File: src/rtl/miniproc_pkg.sv
`default_nettype none
// ============================================================================
//  Module      : miniproc_pkg
//  Description : Shared encodings for the memory port arbiter (FSM states,
//                owner ids, default memory latency).
//  Revision    : 1.0 - initial release
// ============================================================================
package miniproc_pkg;

  // Arbiter FSM states, 2-bit encoding
  typedef enum logic [1:0] {
    ST_IDLE   = 2'd0,
    ST_ACCESS = 2'd1,
    ST_DONE   = 2'd2
  } state_t;

  // Access owner ids
  localparam logic OWN_IF = 1'b0;
  localparam logic OWN_DT = 1'b1;

  // Default memory read latency in cycles (legal 1..7)
  localparam int DEF_MEM_LAT = 2;

  // Width of the latency counter
  localparam int CNT_W = 3;

endpackage
`default_nettype wire

File: src/rtl/mem_port_arbiter_if.sv
`default_nettype none
// ============================================================================
//  Module      : mem_port_arbiter_if
//  Description : Fetch port, data port and memory pins of the arbiter.
//                slave  = arbiter side, master = requesters + memory side.
//  Revision    : 1.0 - initial release
// ============================================================================
interface mem_port_arbiter_if #(
  parameter int ADDR_W = 32,
  parameter int DATA_W = 32
);

  // Fetch port
  logic              if_req;
  logic [ADDR_W-1:0] if_addr;
  logic [DATA_W-1:0] if_rdata;
  logic              if_done;

  // Data port
  logic              dt_req;
  logic              dt_we;
  logic [ADDR_W-1:0] dt_addr;
  logic [DATA_W-1:0] dt_wdata;
  logic [DATA_W-1:0] dt_rdata;
  logic              dt_done;

  // Memory pins
  logic [ADDR_W-1:0] mem_addr;
  logic              mem_wr;
  logic [DATA_W-1:0] mem_wdata;
  logic [DATA_W-1:0] mem_rdata;

  // Status
  logic              busy;

  modport slave (
    input  if_req, if_addr,
    input  dt_req, dt_we, dt_addr, dt_wdata,
    input  mem_rdata,
    output if_rdata, if_done,
    output dt_rdata, dt_done,
    output mem_addr, mem_wr, mem_wdata,
    output busy
  );

  modport master (
    output if_req, if_addr,
    output dt_req, dt_we, dt_addr, dt_wdata,
    output mem_rdata,
    input  if_rdata, if_done,
    input  dt_rdata, dt_done,
    input  mem_addr, mem_wr, mem_wdata,
    input  busy
  );

endinterface
`default_nettype wire

File: src/rtl/mem_port_arbiter_rr_pick2.sv
`default_nettype none
// ============================================================================
//  Module      : rr_pick2
//  Description : Combinational two-requester round-robin picker. On a tie the
//                requester that was not granted last wins.
//                req_a maps to id OWN_IF, req_b maps to id OWN_DT.
//  Revision    : 1.0 - initial release
// ============================================================================
module rr_pick2
  import miniproc_pkg::*;
(
  input  logic req_a,
  input  logic req_b,
  input  logic last,
  output logic gnt_valid,
  output logic gnt_id
);

  // Single requester wins outright; a tie goes to the one not granted last
  always_comb begin
    gnt_valid = req_a | req_b;
    gnt_id    = OWN_IF;
    if (req_a && req_b) begin
      gnt_id = ~last;
    end else if (req_b) begin
      gnt_id = OWN_DT;
    end
  end

endmodule
`default_nettype wire

File: src/rtl/mem_port_arbiter.sv
`default_nettype none
// ============================================================================
//  Module      : mem_port_arbiter
//  Description : Shares a single-port memory between the fetch port (IF) and
//                the data port (DT). Round-robin on ties, latches the granted
//                request, times the fixed read latency and returns a one-cycle
//                done pulse to the owner.
//  Revision    : 1.0 - initial release
// ============================================================================
module mem_port_arbiter
  import miniproc_pkg::*;
#(
  parameter int ADDR_W  = 32,
  parameter int DATA_W  = 32,
  parameter int MEM_LAT = DEF_MEM_LAT
) (
  input  logic                clk,
  input  logic                reset,
  mem_port_arbiter_if.slave   bus
);

  // Counter value on the last ACCESS cycle (memory data valid)
  localparam logic [CNT_W-1:0] LAST_CNT = CNT_W'(MEM_LAT - 1);

  state_t              state;
  state_t              state_nxt;
  logic [CNT_W-1:0]    cnt;
  logic                owner;
  logic                last_gnt;
  logic [ADDR_W-1:0]   addr_q;
  logic                we_q;
  logic [DATA_W-1:0]   wdata_q;
  logic [DATA_W-1:0]   if_rdata_q;
  logic [DATA_W-1:0]   dt_rdata_q;

  logic                gnt_valid;
  logic                gnt_id;
  logic                acc_last;

  rr_pick2 u_pick (
    .req_a     (bus.if_req),
    .req_b     (bus.dt_req),
    .last      (last_gnt),
    .gnt_valid (gnt_valid),
    .gnt_id    (gnt_id)
  );

  assign acc_last = (cnt == LAST_CNT);

  // State register, request latches, latency counter and read-data capture
  always_ff @(posedge clk) begin
    if (!reset) begin
      state      <= ST_IDLE;
      cnt        <= '0;
      owner      <= OWN_IF;
      last_gnt   <= OWN_DT;
      addr_q     <= '0;
      we_q       <= 1'b0;
      wdata_q    <= '0;
      if_rdata_q <= '0;
      dt_rdata_q <= '0;
    end else begin
      state <= state_nxt;
      case (state)
        ST_IDLE: begin
          if (gnt_valid) begin
            owner    <= gnt_id;
            last_gnt <= gnt_id;
            cnt      <= '0;
            if (gnt_id == OWN_DT) begin
              addr_q  <= bus.dt_addr;
              we_q    <= bus.dt_we;
              wdata_q <= bus.dt_wdata;
            end else begin
              // Fetches are always reads
              addr_q  <= bus.if_addr;
              we_q    <= 1'b0;
              wdata_q <= '0;
            end
          end
        end
        ST_ACCESS: begin
          cnt <= cnt + 1'b1;
          // Stores leave the owner's read-data register untouched
          if (acc_last && !we_q) begin
            if (owner == OWN_DT) begin
              dt_rdata_q <= bus.mem_rdata;
            end else begin
              if_rdata_q <= bus.mem_rdata;
            end
          end
        end
        default: ;
      endcase
    end
  end

  // Next-state logic; a dropped request never aborts an access in flight
  always_comb begin
    state_nxt = state;
    case (state)
      ST_IDLE:   if (gnt_valid) state_nxt = ST_ACCESS;
      ST_ACCESS: if (acc_last)  state_nxt = ST_DONE;
      ST_DONE:   state_nxt = ST_IDLE;
      default:   state_nxt = ST_IDLE;
    endcase
  end

  // Memory pins and port outputs decoded from the current state
  always_comb begin
    bus.mem_addr  = '0;
    bus.mem_wdata = '0;
    bus.mem_wr    = 1'b0;
    bus.if_done   = 1'b0;
    bus.dt_done   = 1'b0;
    if (state == ST_ACCESS) begin
      bus.mem_addr  = addr_q;
      bus.mem_wdata = wdata_q;
      // Write strobe only on the first ACCESS cycle
      bus.mem_wr    = we_q && (cnt == '0);
    end
    if (state == ST_DONE) begin
      bus.if_done = (owner == OWN_IF);
      bus.dt_done = (owner == OWN_DT);
    end
    bus.if_rdata = if_rdata_q;
    bus.dt_rdata = dt_rdata_q;
    bus.busy     = (state != ST_IDLE);
  end

endmodule
`default_nettype wire

File: src/flat_wrapper.sv
// flat-port wrapper written by rule: the top's interface ports become plain ports
module mem_port_arbiter_flat import miniproc_pkg::*;
#(
  parameter int ADDR_W  = 32,
  parameter int DATA_W  = 32,
  parameter int MEM_LAT = DEF_MEM_LAT
)
  (clk, reset, bus_if_req, bus_if_addr, bus_dt_req, bus_dt_we, bus_dt_addr, bus_dt_wdata, bus_mem_rdata, bus_if_rdata, bus_if_done, bus_dt_rdata, bus_dt_done, bus_mem_addr, bus_mem_wr, bus_mem_wdata, bus_busy);
  mem_port_arbiter_if #(.ADDR_W(ADDR_W), .DATA_W(DATA_W)) bus_i ();
  input  logic clk;
  input  logic reset;
  input wire logic [$bits(bus_i.if_req)-1:0] bus_if_req;
  input wire logic [$bits(bus_i.if_addr)-1:0] bus_if_addr;
  input wire logic [$bits(bus_i.dt_req)-1:0] bus_dt_req;
  input wire logic [$bits(bus_i.dt_we)-1:0] bus_dt_we;
  input wire logic [$bits(bus_i.dt_addr)-1:0] bus_dt_addr;
  input wire logic [$bits(bus_i.dt_wdata)-1:0] bus_dt_wdata;
  input wire logic [$bits(bus_i.mem_rdata)-1:0] bus_mem_rdata;
  output wire logic [$bits(bus_i.if_rdata)-1:0] bus_if_rdata;
  output wire logic [$bits(bus_i.if_done)-1:0] bus_if_done;
  output wire logic [$bits(bus_i.dt_rdata)-1:0] bus_dt_rdata;
  output wire logic [$bits(bus_i.dt_done)-1:0] bus_dt_done;
  output wire logic [$bits(bus_i.mem_addr)-1:0] bus_mem_addr;
  output wire logic [$bits(bus_i.mem_wr)-1:0] bus_mem_wr;
  output wire logic [$bits(bus_i.mem_wdata)-1:0] bus_mem_wdata;
  output wire logic [$bits(bus_i.busy)-1:0] bus_busy;
  assign bus_i.if_req = bus_if_req;
  assign bus_i.if_addr = bus_if_addr;
  assign bus_i.dt_req = bus_dt_req;
  assign bus_i.dt_we = bus_dt_we;
  assign bus_i.dt_addr = bus_dt_addr;
  assign bus_i.dt_wdata = bus_dt_wdata;
  assign bus_i.mem_rdata = bus_mem_rdata;
  assign bus_if_rdata = bus_i.if_rdata;
  assign bus_if_done = bus_i.if_done;
  assign bus_dt_rdata = bus_i.dt_rdata;
  assign bus_dt_done = bus_i.dt_done;
  assign bus_mem_addr = bus_i.mem_addr;
  assign bus_mem_wr = bus_i.mem_wr;
  assign bus_mem_wdata = bus_i.mem_wdata;
  assign bus_busy = bus_i.busy;
  mem_port_arbiter #(.ADDR_W(ADDR_W), .DATA_W(DATA_W), .MEM_LAT(MEM_LAT)) u_core (.clk(clk), .reset(reset), .bus(bus_i));
endmodule
File: config.mk
export PLATFORM = sky130hd
export DESIGN_NAME = mem_port_arbiter_flat
export DESIGN_NICKNAME = d
export VERILOG_FILES = /design/src/rtl/miniproc_pkg.sv /design/src/rtl/mem_port_arbiter_if.sv /design/src/rtl/mem_port_arbiter_rr_pick2.sv /design/src/rtl/mem_port_arbiter.sv /design/src/flat_wrapper.sv
export SDC_FILE = /design/constraint.sdc
export NUM_CORES = 1
export LEC_CHECK = 0
export ABC_AREA = 1
export ABC_CLOCK_PERIOD_IN_PS = 3050
export BUFFER_PORTS_ARGS = -buffer_cell sky130_fd_sc_hd__buf_2
export CAP_MARGIN = 20
export CORE_MARGIN = 10
export CORE_UTILIZATION = 41
export DETAILED_ROUTE_END_ITERATION = 6
export PLACE_DENSITY = 0.69
export SKIP_CTS_REPAIR_TIMING = 1
export SYNTH_ARGS = -nofsm -noshare
export SYNTH_HDL_FRONTEND = slang
export SYNTH_SLANG_ARGS = --single-unit
File: constraint.sdc
create_clock -name clk -period 3.05 [get_ports clk]
set_clock_uncertainty 0.15 [all_clocks]
set_input_delay 0.1525 -clock clk [delete_from_list [all_inputs] [get_ports clk]]
set_output_delay 0.1525 -clock clk [all_outputs]
set_load 0.1 [all_outputs]
# --- Yosys cells after proc, flatten, opt, wreduce, memory -nomap -nowiden ---
# Index checks and enable logic that the tools add are counted.
op_classes:
  n_addsub: 1
  magnitude_cmp: 0
  muxes: 15
  multipliers: 0
  eq_ne: 5
  n_reduce_logical: 13
  bitwise_logic: 3
  shifts: 0
  div_mod_pow: 0
ops:
  columns: ["op", "count"]
  rows:
  - ["$mux 32", 4]
  - ["$mux 1", 6]
  - ["$pmux 3 s2", 1]
  - ["$reduce_and 2->1", 3]
  - ["$reduce_and 3->1", 2]
  - ["$mux 2", 2]
  - ["$ne 2x1->1 const B", 2]
  - ["$pmux 2 s2", 1]
  - ["$reduce_bool 2->1", 2]
  - ["$add 3x1->3 const B", 1]
  - ["$eq 3x1->1 const B", 1]
  - ["$logic_and 1x1->1", 3]
  - ["$logic_not 3->1", 1]
  - ["$mux 3", 1]
  - ["$eq 2x1->1 const B", 1]
  - ["$eq 2x2->1 const B", 1]
  - ["$logic_not 2->1", 1]
  - ["$not 1->1", 2]
  - ["$logic_not 1->1", 1]
  - ["$or 1x1->1", 1]
word_totals:
  inputBits: 133
  n_memories: 0
  reg_bits: 136
  elab_cells: 46
  out_inout_bits: 132
  rom_bits: 0
  latchBits: 0
  ram_bits: 0

# --- Depth between registers and ports, before layout ---
depth:
  ltp_word: 3
  mapped_depth: 9
  mapped_depth_nobuf: 8

# --- Hierarchy ---
# A second synthesis with hierarchy kept.
hier_totals:
  hier_cells: 992
  hier_area_um2: 6417.4
modules_own_cells:
  columns: ["mod", "area_per_inst_um2", "instances", "seq_area_each_um2", "cells_each"]
  rows:
  - ["mem_port_arbiter", 6402.4, 1, 2722.6, 989]
  - ["rr_pick2", 15.0, 1, 0.0, 3]

# --- Worst setup path before layout ---
# OpenSTA, ideal clock, no wires.
synth_path:
  kind: "flip-flop to output port"
  startpoint: "register u_core.owner"
  endpoint: "output bus_if_done"
  slack_ns: 0.011
  t_required_ns: 2.747
  t_arrival_ns: 2.736
  stages_incl_launch_ff: 4
  n_path_buf: 2
  path_cell_list: "dfxtp_1 > buf_2 > clkbuf_1 > nor3_1"
synth_between:
  elab_chain_cells: 2
synth_rtl:
  columns: ["element", "line_no", "rtl"]
  rows:
  - ["start: declaration", "mem_port_arbiter.sv:28", "logic owner;"]
  - ["start signal: assignment", "mem_port_arbiter.sv:67", "owner <= gnt_id;"]
  - ["$not 1->1 (no line)", null, null]
  - ["$mux 1", "mem_port_arbiter.sv:122", "if (state == ST_DONE) begin"]
  - ["end: declaration", "flat_wrapper.sv:20", "output wire logic [$bits(bus_i.if_done)-1:0] bus_if_done;"]
# Every way passes these cells.

# --- Final worst setup path ---
layout_path:
  startpoint: "register u_core.state[1]"
  endpoint: "output bus_mem_wdata[7]"
layout_between:
  elab_chain_cells: 2
layout_rtl:
  columns: ["element", "line_no", "rtl"]
  rows:
  - ["start: declaration", "mem_port_arbiter.sv:25", "state_t state;"]
  - ["start signal: assignment", "mem_port_arbiter.sv:63", "state <= state_nxt;"]
  - ["$eq 2x1->1", "mem_port_arbiter.sv:116", "if (state == ST_ACCESS) begin"]
  - ["$mux 32", "mem_port_arbiter.sv:116", null]
  - ["end: declaration", "flat_wrapper.sv:25", "output wire logic [$bits(bus_i.mem_wdata)-1:0] bus_mem_wdata;"]
# Every way passes these cells.

==> impl_metrics.toml <==
[timing]
holdWs_ns = -0.0518
fmax_ghz = 0.429
tightest_slew_ns = 0.727
finalCritPeriodShare = 0.765
setup_viol = 0
final_hold_viol_count = 28
tns_ns = 0
rsz0062_at_grt = "no"
drv_slew = 0
fin_crit_ns = 2.33
relSlewSlack = 0.514

[synth]
seq_area_frac_synth = 0.413
synth_most_common_cell = "nand2_1"
synth_top_area_share = 0.413
yosysWarnings = 0
synth_cells = 1026
synthFlopType = "dfxtp_1"
syn-cell-area_mm2 = 0.00660
synthTopCellsByCount = "nand2_1 (267), inv_1 (164), nor2_1 (162)"
synth-async-reset-ratio = 0
synth-seq-cells = 136
synth_edf_count = 0
synth_top_cell_by_area = "dfxtp_1"
syn_avg_cell_area_um2 = 6.43
syn-num-nets = 1162
synthTopCellsByArea = "dfxtp_1 (41%), nand2_1 (15%), inv_1 (9.3%)"
synthDistinctLibCells = 23

[outcome]
violations = "hold timing"
outcome = "complete, but fails checks"

[critical_path]
cp_max_fo = 67
rrSetupSlack_ns = 0.76
path_class = "reg -> out"
r2r_end = "u_core.bus.dt_rdata[28]"
reg2reg_depth = 7
worstPathRequired_ns = 2.75
crit_path_start_kind = "flop"
critPathArrivalTime_ns = 2.03
r2r-start = "u_core.cnt[0]"
critPathCaptureType = "output port"

[power_and_ir_drop]
power_density_mw_per_mm2 = 580
ir_drop_mv = 0.463
p_leak_nw = 4.81

[clock_network]
cts_max_path_buffers = 2
cts_tree = "done"
cts_inserted_buffers = 17
cts.clk_slew.worst_paths_ns = 0.06
clkLatencyLatePin_ns = 0.41
root_buffer = "clkbuf_16"
cts.htree.levels = 4
clkSinkCount = 136

[drt]
drc_errors = 0
num_vias = 7437
postRouteAntennaNets = 0
avgViaCountPerCell = 4.71
routed_wl_um = 23100
wl_per_cell_um = 14.6
initialDrtViolationCount = 461
drt-pass1-iter-count = 5

[layout]
fin_util = 0.609
multi_input_area_mm2 = 0.00288
nFillCells = 1463
syn_to_final_growth_pct = 46.1
layout.nets = 1485
seqCellArea_mm2 = 0.00272
drive_above_1_share = 0.236

[floorplan]
pin_count = 265
die_x_um = 147
coreArea_mm2 = 0.0158
num_rows = 46
initial_core_util = 0.417
die_area_mm2 = 0.0216
die_y_um = 147

[placed_design]
hpwl_um = 15200
place.gp.congestion = 0.820
io_buffer_count = 264

[grt]
overflow = 0
grtUsageTotal = 0.192
grt_pass1_vias = 6814
antenna_found_initial = 2
grt_pass1_wl_um = 34500
grt_max_degree = 70

[worst_hold_path]
hold_depth = 5
hp-class = "in -> reg"
hold-path-endpoint = "u_core.addr_q[15]"
hp-start = "bus_if_addr[15]"

[flow_run]
cap_violations = 0
==> cells in the final DEF (no fill, tap or decap) <==
master,netlist,final
clkinv_2,0,2
nand3_1,68,68
o21ai_0,4,4
dfxtp_1,136,136
inv_1,164,164
clkbuf_8,0,4
nand4_1,32,32
and3_1,1,1
nor3_1,2,2
nand2_2,1,1
dlygate4sd3_1,0,100
and2_1,1,1
diode_2,0,2
a21oi_1,69,69
ha_1,3,3
nand3b_1,33,33
nor2_1,162,161
nor2_4,2,3
clkinvlp_4,0,3
inv_2,5,5
bufinv_16,0,5
nand3_2,1,1
buf_12,0,3
buf_4,12,11
nand2_1,267,267
clkbuf_16,0,17
nor2_2,1,1
inv_6,0,1
buf_2,29,264
==> worst max-delay path by stage <==
stage                                from                      end  slack (ns)
after floorplan              u_core.owner              bus_if_done        0.01
after global placement      u_core.cnt[0]   u_core.bus.dt_rdata[3]        0.89
after detailed placement    u_core.cnt[0]  u_core.bus.dt_rdata[26]        0.74
after CTS                 u_core.state[1]               bus_mem_wr        0.70
after global routing        u_core.cnt[0]  u_core.bus.dt_rdata[15]        0.49
final                     u_core.state[1]         bus_mem_wdata[7]        0.72
==> registers in the layout, summed over array words and instances, names as in the netlist <==
name                 cells
u_core.last_gnt          1
u_core.bus.if_rdata     32
u_core.cnt               3
u_core.bus.dt_rdata     32
u_core.wdata_q          32
u_core.we_q              1
u_core.owner             1
u_core.state             2
u_core.addr_q           32
==> final cells by class <==
class                           count  share of cell area
Multi-Input combinational cell    647               0.298
Sequential cell                   136               0.282
Timing Repair Buffer              378               0.256
Inverter                          169              0.0658
Clock buffer                       21              0.0498
Tap cell                          216              0.0280
Clock inverter                     11              0.0198
Antenna cell                        2            0.000519
==> stage by stage <==
step / worst slack, ns / cells / hold WS (ns) / instance area [um2] / total power, mW
3_5_place_dp: 0.742 / 1446 / 0.277 / 7970 / 3.19
6_report: 0.717 / 1580 / -0.0518 / 9650 / 5.59
4_1_cts: 0.701 / 1478 / -0.165 / 8640 / 5.52
2_1_floorplan: 0.0111 / 1026 / 0.165 / 6600 / 2.92
5_1_grt: 0.487 / 1579 / -0.00874 / 9640 / 5.84
3_3_place_gp: 0.891 / 1446 / 0.273 / 7970 / 3.19
==> where the power goes <==
part	switching [mW]	total, mW	internal (mW)	leakage, nW
Clock	0.782	2.32	1.54	0.322
Sequential	0.0567	1.93	1.88	1.11
Combinational	0.967	1.34	0.374	3.38
Total	1.81	5.59	3.79	4.81
==> critical path, stage by stage, from the launching register on <==
cell     delay, ns
dfxtp_1       0.34
inv_2         0.05
nand2_2       0.12
buf_4         0.60
nor2_1        0.14
buf_2         0.34
==> kinds of logic (layout without fill, tap and decap cells) <==
family          Yosys count  count (layout)  synth area share
fa+ha+maj                 3               3           0.00569
buf+inv                 243             579             0.153
compound gates           73              73            0.0554
flops                   136             136             0.413
simple gates            571             571             0.374
other cells               0               2                 0
==> layer usage <==
metal / vias to the layer above / global-route usage / routed length, um
li1: 3751 / - / -
met1: 3320 / 0.233 / 9710
met2: 326 / 0.303 / 10600
met3: 40 / 0.0759 / 2280
met4: 0 / 0.0656 / 486
met5: - / 0 / 0
Power figures use the tool's default switching activity.
